## src/rtl/rr_sched32_pkg.sv

```systemverilog
// Shared types and constants for the 32-way round-robin scheduler.
package rr_sched32_pkg;

    localparam int NREQ = 32;
    localparam int IDXW = 5;

    typedef enum logic [1:0] {
        ST_IDLE  = 2'd0,
        ST_OFFER = 2'd1,
        ST_HOLD  = 2'd2
    } state_t;

endpackage

```

## src/rtl/rr_sched32_onehot_dec32.sv

```systemverilog
// Combinational 5-to-32 one-hot decoder for the grant index.
module onehot_dec32
    import rr_sched32_pkg::*;
(
    input  logic [IDXW-1:0] idx,
    output logic [NREQ-1:0] onehot
);

    // Set exactly the bit selected by idx.
    always_comb begin
        onehot      = '0;
        onehot[idx] = 1'b1;
    end

endmodule

```

## src/rtl/rr_sched32.sv

```systemverilog
// Round-robin scheduler: one downstream resource shared by 32 requesters.
//
// Handshake: gnt_valid rises with a registered offer and stays high, with
// gnt_idx/gnt_onehot stable, until gnt_ready is sampled high on a rising
// edge; the offer is never withdrawn. req/mask are only looked at in IDLE,
// gnt_ready only in OFFER, done only in HOLD.
module rr_sched32
    import rr_sched32_pkg::*;
#(
    parameter int TIMEOUT = 255,
    parameter int TW      = 8
) (
    input  logic            clk,
    input  logic            rst_n,
    input  logic [NREQ-1:0] req,
    input  logic [NREQ-1:0] mask,
    output logic            gnt_valid,
    input  logic            gnt_ready,
    output logic [IDXW-1:0] gnt_idx,
    output logic [NREQ-1:0] gnt_onehot,
    output logic            busy,
    input  logic            done,
    output logic            timeout_err,
    output state_t          dbg_state
);

    state_t          state, state_d;
    logic [IDXW-1:0] last, last_d;
    logic [IDXW-1:0] idx, idx_d;
    logic [TW-1:0]   cnt, cnt_d;
    logic            tmo_d;

    logic [NREQ-1:0] elig;
    logic [NREQ-1:0] rot;
    logic [IDXW-1:0] start;
    logic [IDXW-1:0] pick;
    logic [IDXW-1:0] k;
    logic [IDXW-1:0] found_idx;
    logic [NREQ-1:0] dec_onehot;

    assign elig      = req & mask;
    assign start     = last + IDXW'(1);
    assign gnt_idx   = idx;
    assign dbg_state = state;

    // Rotate so bit 0 is the requester just after last, pick the lowest set
    // bit, then add the rotation back (5-bit add wraps mod 32).
    always_comb begin
        rot  = '0;
        k    = '0;
        pick = '0;
        for (int i = 0; i < NREQ; i++) begin
            k      = IDXW'(i) + start;
            rot[i] = elig[k];
        end
        for (int i = NREQ - 1; i >= 0; i--) begin
            if (rot[i]) pick = IDXW'(i);
        end
        found_idx = pick + start;
    end

    // Next-state and next-register logic for IDLE / OFFER / HOLD.
    always_comb begin
        state_d = state;
        last_d  = last;
        idx_d   = idx;
        cnt_d   = cnt;
        tmo_d   = 1'b0;
        case (state)
            ST_IDLE: begin
                if (|elig) begin
                    idx_d   = found_idx;
                    state_d = ST_OFFER;
                end
            end
            ST_OFFER: begin
                if (gnt_ready) begin
                    last_d  = idx;
                    cnt_d   = '0;
                    state_d = ST_HOLD;
                end
            end
            ST_HOLD: begin
                // done takes priority over a simultaneous timeout
                if (done) begin
                    state_d = ST_IDLE;
                end else if (cnt == TW'(TIMEOUT - 1)) begin
                    tmo_d   = 1'b1;
                    state_d = ST_IDLE;
                end else begin
                    cnt_d = cnt + TW'(1);
                end
            end
            default: state_d = ST_IDLE;
        endcase
    end

    // Decode the index that will be presented next cycle.
    onehot_dec32 u_dec (
        .idx    (idx_d),
        .onehot (dec_onehot)
    );

    // State and registered outputs; outputs follow the next state.
    always_ff @(posedge clk or negedge rst_n) begin
        if (!rst_n) begin
            state       <= ST_IDLE;
            last        <= '1;
            idx         <= '0;
            cnt         <= '0;
            gnt_valid   <= 1'b0;
            gnt_onehot  <= '0;
            busy        <= 1'b0;
            timeout_err <= 1'b0;
        end else begin
            state       <= state_d;
            last        <= last_d;
            idx         <= idx_d;
            cnt         <= cnt_d;
            gnt_valid   <= (state_d == ST_OFFER);
            gnt_onehot  <= (state_d == ST_IDLE) ? '0 : dec_onehot;
            busy        <= (state_d == ST_HOLD);
            timeout_err <= tmo_d;
        end
    end

endmodule

```

## config.mk

```make
export PLATFORM = sky130hd
export DESIGN_NAME = rr_sched32
export DESIGN_NICKNAME = d
export VERILOG_FILES = /design/src/rtl/rr_sched32_pkg.sv /design/src/rtl/rr_sched32_onehot_dec32.sv /design/src/rtl/rr_sched32.sv
export SDC_FILE = /design/constraint.sdc
export NUM_CORES = 1
export LEC_CHECK = 0
export CORE_MARGIN = 2
export CORE_UTILIZATION = 55
export CTS_CLUSTER_SIZE = 24
export DETAILED_ROUTE_END_ITERATION = 10
export HOLD_SLACK_MARGIN = 0.12
export PLACE_DENSITY = 0.9
export SYNTH_ARGS = -nofsm -noshare
export SYNTH_HDL_FRONTEND = slang
export SYNTH_SLANG_ARGS = --single-unit
```

## constraint.sdc

```tcl
create_clock -name clk -period 17.95 [get_ports clk]
set_input_delay 5.385 -clock clk [delete_from_list [all_inputs] [get_ports clk]]
set_output_delay 5.385 -clock clk [all_outputs]
set_load 0.02 [all_outputs]
```

==> flow_summary.yaml <==
logic_synthesis:
  syn_inst: 577
  synth_edf_count: 0
  ys_seq_area_share_pct: 24.8
  netlist_area_sq_mm: 0.00557
  synth_cell_types: 59
  yosysMostFrequentCell: "nand2_1"
  ys_seq_elements: 55
  synth.net_count: 658
  synth_common_cells: "nand2_1, dfrtp_1, mux2i_1, mux4_2, nor2_1"
  synthTopCellsByArea: "dfrtp_1, mux4_2, mux2i_1"
  synth_area_per_cell_sq_um: 9.65
  synth-main-ff-cell: "dfrtp_1"
  synth_warnings: 0
  synth_top_area_share_pct: 22.5
  yosysTopAreaCell: "dfrtp_1"
  synth-async-reset-ratio_pct: 100
final_layout:
  area_delta_synth_final_pct: 23.3
  drive_above_1_share_pct: 15.7
  n_fill_cell: 770
  multi_input_area_sq_mm: 0.00396
  ff_latch_area_sq_mm: 0.00138
  n_antenna_cell: 0
  nets: 755
route:
  wirelength_um: 15800
  drc: 0
  ant_nets: 0
  drt_iter0_markers: 449
  via_count: 5211
  wire_per_inst_um: 19.5
  vias_per_cell: 6.46
  drtPass1Iterations: 5
critical_path:
  required_ps: 18110
  arrival_ps: 10770
  r2r_start: "last[0]$_DFFE_PN1P_"
  crit_buf_inv: 3
  max_stage_delay_ps: 530
  crit_slowest_cell: "mux4_2"
  rrSetupSlack_ps: 10490
  cp_max_fo: 8
  critPathKind: "in -> reg"
  worst_setup_path_start_kind: "input pin"
  ff2ff_path_depth: 20
  path_cells: "clkdlybuf4s50_1, nand2_1, mux4_2, mux2_2, mux4_2, or2_2, a211o_1, a21oi_1, o21ai_0, a21oi_1, ha_1, inv_1, fa_1, xnor2_1, mux2i_1, clkinv_1, or2_2, a2111oi_0"
  crit_family: "multiplexers"
  cp-end-kind: "register"
  r2r-end: "gnt_onehot[3]$_DFF_PN0_"
floorplanning:
  row_count: 36
  start_util_pct: 56.7
  dieArea_sq_mm: 0.0109
  core_area_sq_mm: 0.00982
  die_w_um: 105
  ioPinCount: 110
  die_h_um: 105
outcome:
  outcome: "complete, no violations"
grt:
  grt_max_degree: 56
  grt_overflow: 0
  antenna_found_initial: 0
  grt_pass1_vias: 5031
  grt_pass1_wl_um: 25400
  track_usage_pct: 28.8
sta:
  finalSetupTns_ps: 0
  finClkSkew_ps: 6.68
  slew_violations: 0
  min_period_ps: 10610
  final-setup-viol-count: 0
  worstMarginPinSlew_ps: 863
  rsz0062_at_grt: "no"
  period_share_pct: 59.1
  relSlewSlack_pct: 42.4
  timing.final.hold_violations: 0
  max_freq_ghz: 0.0942
clock_tree:
  cts_resized: 0
  postCtsSetupBuffers: 0
  clk_pin_slew_ps: 90
  htree_levels: 2
  numCtsBuffers: 5
  clk_latency_ps: 300
  root_buffer: "clkbuf_8"
  hold_buffers: 0
  clk_path_buf_depth: 2
  cts.sinks: 55
  cts_tree: "yes"
place:
  port_buffers: 109
  finalWeightedCongestion: 0.961
  hpwl_um: 12400
hold_path:
  hold_depth: 2
  hold_class: "reg -> reg"
  hp-start: "last[3]$_DFFE_PN1P_"
  worstHoldEndpoint: "last[3]$_DFFE_PN1P_"
flow_run:
  drv_cap: 0
==> flip-flops by register name, indices dropped and copies added, names as in the netlist <==
signal,cells
busy,1
timeout_err,1
gnt_valid,1
gnt_idx,5
cnt,8
dbg_state,2
last,5
gnt_onehot,32
==> layout make-up <==
class / instances / share of cell area (%)
Clock buffer: 5 / 1.00
Sequential cell: 55 / 20.1
Tap cell: 133 / 2.42
Inverter: 29 / 1.62
Multi-Input combinational cell: 466 / 57.6
Timing Repair Buffer: 117 / 16.7
Clock inverter: 2 / 0.546
==> worst reg2reg max path, stage by stage (launching register included) <==
cell	delay, ps
dfstp_2	960
ha_1	430
xor2_4	730
inv_4	240
ha_1	350
a221oi_1	360
xnor2_1	240
mux4_2	590
or2_2	310
a211o_1	250
a21oi_1	140
o21ai_0	110
a21oi_1	150
ha_1	190
inv_1	70
fa_1	430
xnor2_1	160
mux2i_1	420
clkinv_1	360
or2_2	410
a2111oi_0	420
==> per-stage QoR <==
step	cells	setup WS (ps)	instance area (sq um)	utilization (%)	hold WS, ps
floorplan	577	8340	5570	-	463
global placement	800	7550	6760	68.9	483
detailed placement	800	7230	6760	68.9	487
CTS	807	7460	6870	70.0	498
global route	807	6950	6870	70.0	541
finish	807	7340	6870	70.0	500
==> placed cells by master, fill, tap and decap left out, types with 5 or more instances in the layout <==
cell type          n
nand2b_1          15
mux4_2            45
mux2i_1           46
dfrtp_1           50
a2111oi_2          9
a21oi_1           36
clkdlybuf4s50_1  108
o22ai_1            8
ha_1              12
buf_4              8
nand2_1           68
dfstp_2            5
xor2_1             6
nand4_1           13
and2_1            11
inv_1             24
clkbuf_8           5
a2111oi_0         10
o21ai_0           21
nand3_1           16
mux2_2            15
xnor2_1           25
nor2b_1           10
a311oi_1           5
nor2_1            39
==> logic make-up (layout without fill, tap and decap cells) <==
kind of cell | count (synthesis) | in the layout | share of synthesized area [%]
mux | 107 | 107 | 29.7
simple gates | 195 | 195 | 17.1
buf+inv | 56 | 153 | 4.36
compound gates | 118 | 118 | 15.3
fa+ha+maj | 13 | 13 | 3.06
flops | 55 | 55 | 24.8
xor+xnor | 33 | 33 | 5.66
==> how the worst max path moves through the flow <==
stage          depth (start not counted)                       to  slack [ps]     start
3_5_place_dp                          18  gnt_onehot[3]$_DFF_PN0_        7230  mask[24]
3_3_place_gp                          18  gnt_onehot[3]$_DFF_PN0_        7550   req[25]
5_1_grt                               17  gnt_onehot[2]$_DFF_PN0_        6950    req[2]
4_1_cts                               18  gnt_onehot[3]$_DFF_PN0_        7460  mask[24]
2_1_floorplan                         17  gnt_onehot[0]$_DFF_PN0_        8340   req[15]
6_report                              18  gnt_onehot[3]$_DFF_PN0_        7340   req[24]
==> routing by layer <==
metal  track usage [%]  wire [um]  vias up
met5                 0          0        -
met4              7.14        327        0
met3              7.55       1400       33
met2              47.6       7610      252
met1              37.9       6430     2563
li1                  -          -     2363
Power is left out: the tool's default activity adds up to more than one toggle a clock period on the data nets, which glitch-free logic cannot reach.
==> variant 1: new RTL, same flow settings <==
The parameter `TIMEOUT` goes from 255 to 127.
--- a/src/rtl/rr_sched32.sv
+++ b/src/rtl/rr_sched32.sv
@@ -7,7 +7,7 @@
 module rr_sched32
     import rr_sched32_pkg::*;
 #(
-    parameter int TIMEOUT = 255,
+    parameter int TIMEOUT = 127,
     parameter int TW      = 8
 ) (
     input  logic            clk,
Behaviour: no difference found for any inputs over 4 cycles, from zero or initial values and one cycle with rst_n low; that may be too few to reach the edited logic, so the function may still have changed.
==> variant 1 against the unedited design <==
  * Critical endpoint is now gnt_onehot[0]
  * Cell area is 0.27% lower
  * Sequential cell count stayed put
  * Sequential share of layout area is 0.055 points higher
  * Setup slack worse by 0.044 ns
  * Synthesized area hardly changed
  * Wire length is 0.60% higher
Power is not shown: default switching activity piles up to over one toggle a cycle in this logic, so the estimate is an artifact.
==> variant 1: results (changes against the unedited design) <==
[place]
placed_cell_area_um2=6750  ; was 6760 um^2
dp_slack_ns=7.24  ; was 7.23 ns
place_hpwl_um=12600  ; was 12,400 um
place.gp.congestion=1.04  ; was 0.961

[route]
wl_per_cell_um=19.7  ; was 19.5 um
wl_met1_um=6330  ; was 6430 um
vias=5258  ; was 5,211
wl_met2_um=7770  ; was 7610 um

[layout]
fin_util=0.698  ; was 0.700
clk_share=0.0146  ; was 0.0155
multiInputGateArea_um2=3960  ; about the same
final_layout_size_suffix_gt1_frac=0.155  ; was 0.157
fillers=773  ; was 770
nFlopsAndLatches=55  ; unchanged
nNonClkBuffers=115  ; was 117
clock_buffers=8  ; was 5

[worst_setup_path]
cpMaxStageDelayCell=a311oi_1  ; was mux4_2
slowest_delay_ns=0.56  ; was 0.53 ns
startpoint=mask[2]  ; was req[24]

[global_route]
first_global_vias=5137  ; was 5,031
grt_pass1_wl_um=26000  ; was 25,400 um
grt_usage=0.293  ; was 0.288

[synthesis]
synth_compound_area_frac=0.152  ; was 0.153
syn_area_per_cell_um2=9.66  ; was 9.65 um^2
synthAdderAreaFrac=0.0305  ; was 0.0306
synth-seq-area-share=0.248  ; about the same

[run_status]
outcome=finished, final reports clean  ; unchanged

[sta]
fin_skew_ns=0.00943  ; was 0.00668 ns
worstMarginPinSlew_ns=1.16  ; was 0.863 ns

-- variant 1: layer usage --
layer	vias up	track usage
met3	33	0.0536
met4	0	0.0667
met2	272	0.485
met5	-	0
li1	2357	-
met1	2596	0.404
-- variant 1: final timing paths --
check | end | slack (ns) | cells past startpoint
setup / recovery | gnt_onehot[0] | 7.29 | 17
hold / removal | last[3] | 0.50 | 2
setup reg to reg | gnt_onehot[0] | 10.46 | 19
hold reg to reg | last[3] | 0.50 | 2
max in group asynchronous | cnt[6] | 11.94 | 1
min in group asynchronous | gnt_onehot[25] | 5.30 | 1
-- variant 1: critical path, delay by kind of cell --
| family | cells | cell delay, ns |
|---|---|---|
| adders and majority gates | 1 | 0.43 |
| AOI/OAI and AO/OA | 7 | 2.47 |
| and+or+nand+nor | 3 | 0.71 |
| xor gates and xnor gates | 1 | 0.16 |
| buffers and inverters | 2 | 0.78 |
| muxes | 3 | 0.86 |
==> variant 2: new RTL, config.mk and constraints unchanged <==
Made on the original files. Remove the register `timeout_err`: a continuous assignment takes its place, so the output `timeout_err` follows one clock earlier.
--- a/src/rtl/rr_sched32.sv
+++ b/src/rtl/rr_sched32.sv
@@ -111,7 +111,6 @@
             gnt_valid   <= 1'b0;
             gnt_onehot  <= '0;
             busy        <= 1'b0;
-            timeout_err <= 1'b0;
         end else begin
             state       <= state_d;
             last        <= last_d;
@@ -120,9 +119,10 @@
             gnt_valid   <= (state_d == ST_OFFER);
             gnt_onehot  <= (state_d == ST_IDLE) ? '0 : dec_onehot;
             busy        <= (state_d == ST_HOLD);
-            timeout_err <= tmo_d;
         end
     end
 
+    assign timeout_err = tmo_d;
+
 endmodule
 
Check against the original RTL: same outputs for any inputs over 4 cycles, from zero or initial values and one cycle with rst_n low; that may be too few to reach the edited logic, so the function may still have changed.
==> variant 2 against the unedited design <==
  * Synthesized area is 0.45% lower
  * Synthesized cell count is 0.17% lower
  * Clock skew is 0.0036 ns lower
  * Final cell count is 0.25% lower
  * Largest cell class unchanged
  * Sequential cell count is 1 lower
  * Setup slack worse by 1.6 ns
  * Cell area is 0.82% lower
  * Wire length is 1.3% higher
Power is not shown: default switching activity piles up to over one toggle a cycle in this logic, so the estimate is an artifact.
==> variant 2: results (changes against the unedited design) <==
[route]
wl_met2_um=7930  ; was 7610 um
dr_wl_met3_um=1310  ; was 1400 um
wl_met1_um=6390  ; was 6430 um
drt-total-wl_um=16000  ; was 15,800 um
first_iter_violations=462  ; was 449

[worst_setup_path]
crit_fanout=3  ; was 8
cp-end-kind=output port  ; was flop
crit_arrival_ns=6.86  ; was 10.77 ns

[global_route]
grt_max_degree=55  ; was 56
met1_usage=0.390  ; was 0.379
first_global_vias=5242  ; was 5,031
use_met3=0.0457  ; was 0.0755
grt_pass1_wl_um=26000  ; was 25,400 um
grtUsageMet2=0.506  ; was 0.476
grt_usage=0.295  ; was 0.288

[layout]
final-nonclk-buf-share=0.166  ; was 0.167
final_layout_size_suffix_gt1_frac=0.156  ; was 0.157
nNonClkBuffers=115  ; was 117
nNetsFinal=752  ; was 755
fillers=747  ; was 770

[synthesis]
yosys-top-cells-area=dfrtp_1, mux4_2, mux2i_1  ; unchanged
synth_compound_area_frac=0.153  ; about the same
synth-seq-cells=54  ; was 55
synth_fp_nets=657  ; was 658
synth_xor_area_frac=0.0569  ; was 0.0566
synth-seq-area-share=0.245  ; was 0.248
synthMuxAreaShare=0.298  ; was 0.297
synthAdderAreaFrac=0.0307  ; was 0.0306

[run_status]
outcome=finished, final reports clean  ; unchanged

[place]
place.gp.congestion=0.938  ; was 0.961
place_hpwl_um=12600  ; was 12,400 um

-- variant 2: cell types whose count changed after synthesis, sizes merged --
cell / before / now
dfrtp: 50 / 49
-- variant 2: worst paths after layout --
path / startpoint / end / slack, ns / cells past startpoint
max: done / timeout_err / 5.70 / 4
min: last[3] / last[3] / 0.51 / 2
max reg2reg: last[0] / gnt_onehot[1] / 10.07 / 21
min reg2reg: last[3] / last[3] / 0.51 / 2
max in group asynchronous: rst_n / gnt_onehot[9] / 11.97 / 1
min in group asynchronous: rst_n / gnt_onehot[16] / 5.29 / 1
-- variant 2: metrics by stage --
step	std cells	setup WS [ns]	area, um^2	util
global placement	797	5.75	6720	0.688
detailed placement	797	5.68	6720	0.688
finish	805	5.70	6810	0.697
floorplan	576	6.58	5540	-
CTS	805	5.69	6810	0.697
global route	805	5.55	6810	0.697
-- variant 2: worst max-delay path: stages --
cell and delay, ns:
clkdlybuf4s50_1 0.40, nor3b_1 0.30, nor2b_1 0.17, clkdlybuf4s50_1 0.61
